===== src/rtl/chip_id_pkg.sv =====
// Shared types and constants for the Wishbone chip-ID reader.
// Holds the capture FSM states, CSR bit layout and timing helper.
package chip_id_pkg;

  typedef enum logic [1:0] {
    ST_IDLE,
    ST_LOAD,
    ST_SHIFT,
    ST_DONE
  } rx_state_e;

  localparam int CSR_VALID  = 7;
  localparam int CSR_BUSY   = 6;
  localparam int CSR_EMPTY  = 5;
  localparam int CSR_START  = 0;
  localparam int CSR_REWIND = 1;

  function automatic int capture_latency(
    input int id_width,
    input int clk_div
  );
    return (id_width + 1) * 2 * clk_div + 1;
  endfunction

endpackage


===== src/rtl/wb_chip_id_reader_if.sv =====
// FASM-style Wishbone bus bundle for the chip-ID reader.
// Separate read and write address ports, ack follows strobe.
interface wb_chip_id_reader_if #(
  parameter int DATA_WIDTH = 8
);

  logic                  stb_i;
  logic                  we_i;
  logic [DATA_WIDTH-1:0] adr_wr_i;
  logic [DATA_WIDTH-1:0] adr_rd_i;
  logic [DATA_WIDTH-1:0] dat_i;
  logic [DATA_WIDTH-1:0] dat_o;
  logic                  ack_o;

  modport master (
    output stb_i,
    output we_i,
    output adr_wr_i,
    output adr_rd_i,
    output dat_i,
    input  dat_o,
    input  ack_o
  );

  modport slave (
    input  stb_i,
    input  we_i,
    input  adr_wr_i,
    input  adr_rd_i,
    input  dat_i,
    output dat_o,
    output ack_o
  );

endinterface


===== src/rtl/chip_id_serial_rx.sv =====
// Drives the serial chip-ID primitive: divided clock, load pulse,
// then LSB-first shift of ID_WIDTH bits into a local register.
module chip_id_serial_rx
  import chip_id_pkg::*;
#(
  parameter int ID_WIDTH = 64,
  parameter int CLK_DIV  = 2
) (
  input  logic                clk,
  input  logic                reset,
  input  logic                start_i,
  output logic                busy_o,
  output logic                done_o,
  output logic [ID_WIDTH-1:0] id_o,
  output logic                id_clk,
  output logic                id_shiftnld,
  input  logic                id_regout
);

  localparam int CW   = $clog2(ID_WIDTH + 1);
  localparam int DIVW = (CLK_DIV > 1) ? $clog2(CLK_DIV) : 1;
  localparam logic [DIVW-1:0] DIV_LAST = DIVW'(CLK_DIV - 1);
  localparam logic [CW-1:0]   CNT_LAST = CW'(ID_WIDTH);

  rx_state_e           state_q, state_d;
  logic [DIVW-1:0]     div_q, div_d;
  logic                id_clk_q, id_clk_d;
  logic                shnld_q, shnld_d;
  logic [CW-1:0]       cnt_q, cnt_d;
  logic [ID_WIDTH-1:0] sr_q, sr_d;
  logic                tick;

  assign tick = (div_q == DIV_LAST);

  always_ff @(posedge clk) begin
    if (reset) begin
      state_q  <= ST_IDLE;
      div_q    <= '0;
      id_clk_q <= 1'b0;
      shnld_q  <= 1'b1;
      cnt_q    <= '0;
      sr_q     <= '0;
    end else begin
      state_q  <= state_d;
      div_q    <= div_d;
      id_clk_q <= id_clk_d;
      shnld_q  <= shnld_d;
      cnt_q    <= cnt_d;
      sr_q     <= sr_d;
    end
  end

  always_comb begin
    state_d  = state_q;
    div_d    = div_q;
    id_clk_d = id_clk_q;
    shnld_d  = shnld_q;
    cnt_d    = cnt_q;
    sr_d     = sr_q;
    unique case (state_q)
      ST_IDLE: begin
        if (start_i) begin
          state_d  = ST_LOAD;
          div_d    = '0;
          id_clk_d = 1'b0;
          shnld_d  = 1'b0;
          cnt_d    = '0;
        end
      end
      ST_LOAD: begin
        div_d = tick ? '0 : div_q + 1'b1;
        if (tick) begin
          id_clk_d = ~id_clk_q;
          // Falling edge closes the single load period.
          if (id_clk_q) begin
            state_d = ST_SHIFT;
            shnld_d = 1'b1;
          end
        end
      end
      ST_SHIFT: begin
        div_d = tick ? '0 : div_q + 1'b1;
        if (tick) begin
          id_clk_d = ~id_clk_q;
          if (!id_clk_q) begin
            sr_d  = {id_regout, sr_q[ID_WIDTH-1:1]};
            cnt_d = cnt_q + 1'b1;
          end else if (cnt_q == CNT_LAST) begin
            state_d = ST_DONE;
          end
        end
      end
      ST_DONE: state_d = ST_IDLE;
      default: state_d = ST_IDLE;
    endcase
  end

  assign busy_o      = (state_q != ST_IDLE);
  assign done_o      = (state_q == ST_DONE);
  assign id_o        = sr_q;
  assign id_clk      = id_clk_q;
  assign id_shiftnld = shnld_q;

endmodule


===== src/rtl/wb_chip_id_reader.sv =====
// Wishbone peripheral exposing the unique chip ID as a word stream
// plus a control/status register; capture is done by chip_id_serial_rx.
module wb_chip_id_reader
  import chip_id_pkg::*;
#(
  parameter int DATA_WIDTH    = 8,
  parameter int ID_WIDTH      = 64,
  parameter int CLK_DIV       = 2,
  parameter int REG_ADDR_DATA = 0,
  parameter int REG_ADDR_CSR  = 1,
  parameter bit MSB_FIRST     = 1'b1,
  parameter bit AUTO_START    = 1'b1
) (
  input  logic               clk,
  input  logic               reset,
  wb_chip_id_reader_if.slave bus,
  output logic               id_clk,
  output logic               id_shiftnld,
  input  logic               id_regout
);

  localparam int NW = ID_WIDTH / DATA_WIDTH;
  localparam int PW = $clog2(NW + 1);
  localparam logic [DATA_WIDTH-1:0] A_DATA = DATA_WIDTH'(REG_ADDR_DATA);
  localparam logic [DATA_WIDTH-1:0] A_CSR  = DATA_WIDTH'(REG_ADDR_CSR);
  localparam logic [PW-1:0]         P_END  = PW'(NW);

  logic                  wr_csr_q, wstart_q, wrew_q, auto_q;
  logic                  valid_q, valid_d;
  logic [PW-1:0]         ptr_q, ptr_d;
  logic [ID_WIDTH-1:0]   snap_q, snap_d;
  logic                  busy, done, start, rewind, empty, rd_adv;
  logic [ID_WIDTH-1:0]   id;
  logic [DATA_WIDTH-1:0] word, dat;
  logic [7:0]            csr;
  int                    rem;
  logic                  unused_dat;

  assign unused_dat = ^bus.dat_i[DATA_WIDTH-1:2];

  chip_id_serial_rx #(
    .ID_WIDTH (ID_WIDTH),
    .CLK_DIV  (CLK_DIV)
  ) u_rx (
    .clk         (clk),
    .reset       (reset),
    .start_i     (start),
    .busy_o      (busy),
    .done_o      (done),
    .id_o        (id),
    .id_clk      (id_clk),
    .id_shiftnld (id_shiftnld),
    .id_regout   (id_regout)
  );

  always_ff @(posedge clk) begin
    if (reset) begin
      wr_csr_q <= 1'b0;
      wstart_q <= 1'b0;
      wrew_q   <= 1'b0;
      auto_q   <= AUTO_START;
      valid_q  <= 1'b0;
      ptr_q    <= '0;
      snap_q   <= '0;
    end else begin
      wr_csr_q <= bus.stb_i & bus.we_i & (bus.adr_wr_i == A_CSR);
      wstart_q <= bus.dat_i[CSR_START];
      wrew_q   <= bus.dat_i[CSR_REWIND];
      auto_q   <= 1'b0;
      valid_q  <= valid_d;
      ptr_q    <= ptr_d;
      snap_q   <= snap_d;
    end
  end

  assign start  = (auto_q | (wr_csr_q & wstart_q)) & ~busy;
  assign rewind = wr_csr_q & wrew_q & ~wstart_q & ~busy;
  assign empty  = valid_q & (ptr_q == P_END);
  assign rd_adv = bus.stb_i & ~bus.we_i & (bus.adr_rd_i == A_DATA)
                & valid_q & ~empty;

  // A rewind write outranks a same-cycle stream read.
  always_comb begin
    valid_d = valid_q;
    ptr_d   = ptr_q;
    snap_d  = snap_q;
    if (done) begin
      valid_d = 1'b1;
      ptr_d   = '0;
      snap_d  = id;
    end else if (start) begin
      valid_d = 1'b0;
    end else if (rewind) begin
      ptr_d = '0;
    end else if (rd_adv) begin
      ptr_d = ptr_q + 1'b1;
    end
  end

  always_comb begin
    word = '0;
    for (int i = 0; i < NW; i++) begin
      if (PW'(MSB_FIRST ? NW - 1 - i : i) == ptr_q) begin
        word = snap_q[i*DATA_WIDTH +: DATA_WIDTH];
      end
    end
  end

  always_comb begin
    rem = valid_q ? NW - int'(ptr_q) : 0;
    if (rem > 31) rem = 31;
    csr            = '0;
    csr[CSR_VALID] = valid_q;
    csr[CSR_BUSY]  = busy;
    csr[CSR_EMPTY] = empty;
    csr[4:0]       = 5'(rem);
  end

  always_comb begin
    dat = '0;
    unique case (1'b1)
      (bus.adr_rd_i == A_DATA): begin
        if (valid_q && !empty) dat = word;
      end
      (bus.adr_rd_i == A_CSR): dat = DATA_WIDTH'(csr);
      default: ;
    endcase
  end

  assign bus.dat_o = dat;
  assign bus.ack_o = bus.stb_i;

endmodule


===== src/flat_wrapper.sv =====
// flat-port wrapper written by rule: the top's interface ports become plain ports
module wb_chip_id_reader_flat import chip_id_pkg::*;
#(
  parameter int DATA_WIDTH    = 8,
  parameter int ID_WIDTH      = 64,
  parameter int CLK_DIV       = 2,
  parameter int REG_ADDR_DATA = 0,
  parameter int REG_ADDR_CSR  = 1,
  parameter bit MSB_FIRST     = 1'b1,
  parameter bit AUTO_START    = 1'b1
)
  (clk, reset, id_clk, id_shiftnld, id_regout, bus_stb_i, bus_we_i, bus_adr_wr_i, bus_adr_rd_i, bus_dat_i, bus_dat_o, bus_ack_o);
  wb_chip_id_reader_if #(.DATA_WIDTH(DATA_WIDTH)) bus_i ();
  input  logic clk;
  input  logic reset;
  output logic id_clk;
  output logic id_shiftnld;
  input  logic id_regout;
  input wire logic [$bits(bus_i.stb_i)-1:0] bus_stb_i;
  input wire logic [$bits(bus_i.we_i)-1:0] bus_we_i;
  input wire logic [$bits(bus_i.adr_wr_i)-1:0] bus_adr_wr_i;
  input wire logic [$bits(bus_i.adr_rd_i)-1:0] bus_adr_rd_i;
  input wire logic [$bits(bus_i.dat_i)-1:0] bus_dat_i;
  output wire logic [$bits(bus_i.dat_o)-1:0] bus_dat_o;
  output wire logic [$bits(bus_i.ack_o)-1:0] bus_ack_o;
  assign bus_i.stb_i = bus_stb_i;
  assign bus_i.we_i = bus_we_i;
  assign bus_i.adr_wr_i = bus_adr_wr_i;
  assign bus_i.adr_rd_i = bus_adr_rd_i;
  assign bus_i.dat_i = bus_dat_i;
  assign bus_dat_o = bus_i.dat_o;
  assign bus_ack_o = bus_i.ack_o;
  wb_chip_id_reader #(.DATA_WIDTH(DATA_WIDTH), .ID_WIDTH(ID_WIDTH), .CLK_DIV(CLK_DIV), .REG_ADDR_DATA(REG_ADDR_DATA), .REG_ADDR_CSR(REG_ADDR_CSR), .MSB_FIRST(MSB_FIRST), .AUTO_START(AUTO_START)) u_core (.clk(clk), .reset(reset), .bus(bus_i), .id_clk(id_clk), .id_shiftnld(id_shiftnld), .id_regout(id_regout));
endmodule

===== config.mk =====
export PLATFORM = sky130hd
export DESIGN_NAME = wb_chip_id_reader_flat
export DESIGN_NICKNAME = d
export VERILOG_FILES = /design/src/rtl/chip_id_pkg.sv /design/src/rtl/wb_chip_id_reader_if.sv /design/src/rtl/chip_id_serial_rx.sv /design/src/rtl/wb_chip_id_reader.sv /design/src/flat_wrapper.sv
export SDC_FILE = /design/constraint.sdc
export NUM_CORES = 1
export LEC_CHECK = 0
export CAP_MARGIN = 10
export CORE_MARGIN = 8
export CORE_UTILIZATION = 40
export DETAILED_ROUTE_END_ITERATION = 10
export GPL_ROUTABILITY_DRIVEN = 0
export SLEW_MARGIN = 40
export SYNTH_ARGS = -nofsm -noshare
export SYNTH_HDL_FRONTEND = slang
export SYNTH_HIERARCHICAL = 1
export SYNTH_SLANG_ARGS = --single-unit

===== constraint.sdc =====
create_clock -name clk -period 3.4 [get_ports clk]
set_input_delay 0.85 -clock clk [delete_from_list [all_inputs] [get_ports clk]]
set_output_delay 0.85 -clock clk [all_outputs]
set_load 0.1 [all_outputs]

==> impl_metrics.py <==
metrics = {
    "status": {
        "outcome": "completed",
    },
    "yosys": {
        "yosysSeqAreaShare": 0.462,
        "synth_nets": 811,
        "synth_top_area_frac": 0.462,
        "synth_top_cell_by_area": "dfxtp_1",
        "synth_warnings": 6,
        "yosysMostFrequentCell": "nand2_1",
        "syn-instance-count": 772,
        "synth_cell_types": 53,
        "dominantRegCellSynth": "dfxtp_1",
        "async_flop_share": 0,
        "synth-edff-count": 0,
        "synthTopCellsByArea": "dfxtp_1 (46%), mux2i_1 (11%), nand2_1 (9.7%)",
        "netlist_top_cells_count": "nand2_1 (166), dfxtp_1 (149), nor2_1 (92)",
        "syn_area_um2": 6450,
        "synth-seq-cells": 149,
        "syn-mean-instance-area_um2": 8.35,
    },
    "power": {
        "ir_drop_uv": 343,
        "p_leak_nw": 2.64,
        "p_per_area_nw_per_um2": 541,
        "finalPower_mw": 4.32,
    },
    "worst_setup_path": {
        "crit_family": "simple AND/OR/NAND/NOR gates",
        "slowest_stage": "or4_4",
        "cpPeakStageDelay_ns": 0.50,
        "cp.arrival_ns": 2.49,
        "reg2regPathDepth": 7,
        "worst_ep_required_time_ns": 2.55,
        "path_max_fanout": 4,
        "worstSetupPathType": "input port to output pin",
        "path_cells": "buf_6, nor4_4, nand4_4, or4_4, a21oi_2, a221o_2, buf_12",
        "endpoint_kind": "output pin",
        "regToRegSetupSlack_ns": 1.07,
        "start_kind": "input port",
        "r2r_start": "u_core/u_rx/state_q[0]",
        "startpoint": "bus_adr_rd_i[6]",
        "crit_buf_inv": 2,
        "r2r-end": "u_core/u_rx/id_o[34]",
    },
    "worst_hold_path": {
        "hold_path_class": "flop to flop",
        "holdPathEnd": "u_core/u_rx/id_o[0]",
        "min_path_cells": 2,
        "worstHoldStart": "u_core/u_rx/id_o[0]",
    },
    "drt": {
        "vias_per_cell": 5.17,
        "highest_layer": "met4",
        "met3WireLength_um": 579,
        "drtAntennaViolNets": 0,
        "wl_met2_um": 7590,
        "wire_per_inst_um": 15.4,
        "drtPass1Iterations": 4,
        "drcViolationCount": 0,
        "drtIter0Drc": 345,
        "wirelength_um": 15900,
        "m1WireLength_um": 7440,
        "via_count": 5354,
    },
    "clock_network": {
        "cts_max_level": 4,
        "clkTransAtPathRegs_ns": 0.06,
        "cts_root_buf": "clkbuf_16",
        "tritoncts": "built",
        "cts_buffer_depth": 2,
        "ctsHoldBuffers": 0,
        "insertion_delay_ns": 0.42,
        "cts_buffers": 17,
        "clock-sinks": 149,
    },
    "sta": {
        "finalHoldViolations": 0,
        "holdWs_ns": 0.454,
        "maxSlewViolCount": 0,
        "skew_ns": 0.00717,
        "period_share": 0.984,
        "max_slew_margin": 0.537,
        "finalSetupTns_ns": 0,
        "timing.final.ws_setup_ns": 0.0556,
        "setup_viol": 0,
        "tightest_slew_ns": 0.675,
        "fmaxAchievable_mhz": 299,
        "rsz0062_at_grt": "true",
        "fin_crit_ns": 3.34,
    },
    "die": {
        "initial_core_util": 0.408,
        "io_pins": 40,
        "num_rows": 46,
        "coreArea_um2": 15800,
        "die_area_um2": 20400,
        "die_y_um": 143,
        "die_w_um": 143,
    },
    "global_route": {
        "grt_start_max_net_pins": 91,
        "grt_antenna_before_repair": 0,
        "grt_first_pass_wirelength_um": 26600,
        "overflow": 0,
        "grt_use_total": 0.163,
        "first_global_vias": 5347,
    },
    "cells_and_area": {
        "final_nets": 846,
        "nFillCells": 1449,
        "multi_input_area_um2": 3320,
        "area_growth_pct": 23.8,
        "final_cells": 1036,
        "antenna_cells": 0,
        "layout-drive-gt1-share": 0.141,
        "regArea_um2": 2990,
    },
    "placed_design": {
        "dpl.cell_count": 993,
        "io_buffers": 33,
        "dp_slack_ns": -0.305,
        "hpwlAfterDp_um": 10500,
    },
    "flow_run": {
        "maxCapViolCount": 0,
    },
}
==> tightest hold or removal path: stages, from the launching register on <==
cell and delay (ns):
dfxtp_1 0.31, nand2_1 0.05, a21oi_1 0.05
==> area by class of cell <==
class	count	area share
Tap cell	216	0.0338
Timing Repair Buffer	67	0.0887
Clock inverter	14	0.0251
Clock buffer	18	0.0537
Timing Repair inverter	1	0.000940
Multi-Input combinational cell	555	0.415
Inverter	16	0.00799
Sequential cell	149	0.374
==> where the power goes <==
part | switching, mW | internal [mW] | leakage (nW)
Sequential | 0.0333 | 1.77 | 1.20
Clock | 0.750 | 1.24 | 0.298
Combinational | 0.355 | 0.170 | 1.14
Total | 1.14 | 3.18 | 2.64
==> flip-flops by register name, summed over array words and instances (netlist names) <==
| signal | cells |
|---|---|
| u_core/auto_q | 1 |
| u_core/wstart_q | 1 |
| u_core/u_rx/id_shiftnld | 1 |
| u_core/snap_q | 64 |
| u_core/wrew_q | 1 |
| u_core/u_rx/id_o | 64 |
| u_core/u_rx/state_q | 2 |
| u_core/valid_q | 1 |
| u_core/ptr_q | 4 |
| u_core/u_rx/div_q | 1 |
| u_core/u_rx/cnt_q | 7 |
| u_core/wr_csr_q | 1 |
| u_core/u_rx/id_clk | 1 |
==> placed cells by master (no fill, tap or decap), drive strengths merged, types with 5 or more instances in the layout <==
cell / synthesis / layout
nor2b: 10 / 10
o211ai: 6 / 6
clkdlybuf4s50: 0 / 13
nor2: 93 / 93
o21ai: 21 / 21
a221oi: 5 / 5
nand3: 9 / 9
xnor2: 8 / 8
dfxtp: 149 / 149
nor3: 8 / 8
inv: 15 / 18
nand2: 166 / 166
mux2i: 68 / 68
a21oi: 86 / 86
ha: 10 / 10
nand4: 5 / 5
clkinvlp: 0 / 5
a31oi: 5 / 5
buf: 25 / 49
clkbuf: 27 / 18
nand2b: 5 / 5
==> worst max path at each step <==
stage / endpoint / slack, ns / cells past startpoint
floorplan: bus_dat_o[2] / -0.63 / 4
global placement: bus_dat_o[0] / -0.30 / 7
detailed placement: bus_dat_o[0] / -0.30 / 7
CTS: bus_dat_o[3] / -0.02 / 9
global route: bus_dat_o[6] / -0.03 / 8
finish: bus_dat_o[0] / 0.06 / 7
==> through the flow <==
| step | area (um2) | utilization |
|---|---|---|
| 2_1_floorplan | 6490 | - |
| 3_3_place_gp | 7180 | 0.454 |
| 3_5_place_dp | 7180 | 0.454 |
| 4_1_cts | 7870 | 0.497 |
| 5_1_grt | 7990 | 0.505 |
| 6_report | 7990 | 0.505 |
==> cell families after synthesis <==
logic type                 synth area share
and+or+nand+nor                       0.210
adders and majority gates            0.0194
muxes                                 0.106
AOI/OAI and AO/OA                     0.145
xor gates and xnor gates             0.0122
buffers and inverters                0.0452
DFF                                   0.462
==> routing by layer <==
metal / global-route usage / up-vias
li1: - / 2697
met1: 0.197 / 2534
met2: 0.275 / 98
met3: 0.0411 / 25
met4: 0.0593 / 0
met5: 0 / -
==> repair_timing <==
| action | in CTS | in global routing |
|---|---|---|
| gates cloned | 0 | 1 |
| gates resized for setup | 32 | 18 |
| setup buffers | 5 | 5 |
| endpoints found under the setup margin | 8 | 8 |
| pin swaps | 7 | 6 |
No activity file was read; power rests on OpenSTA's default activity.
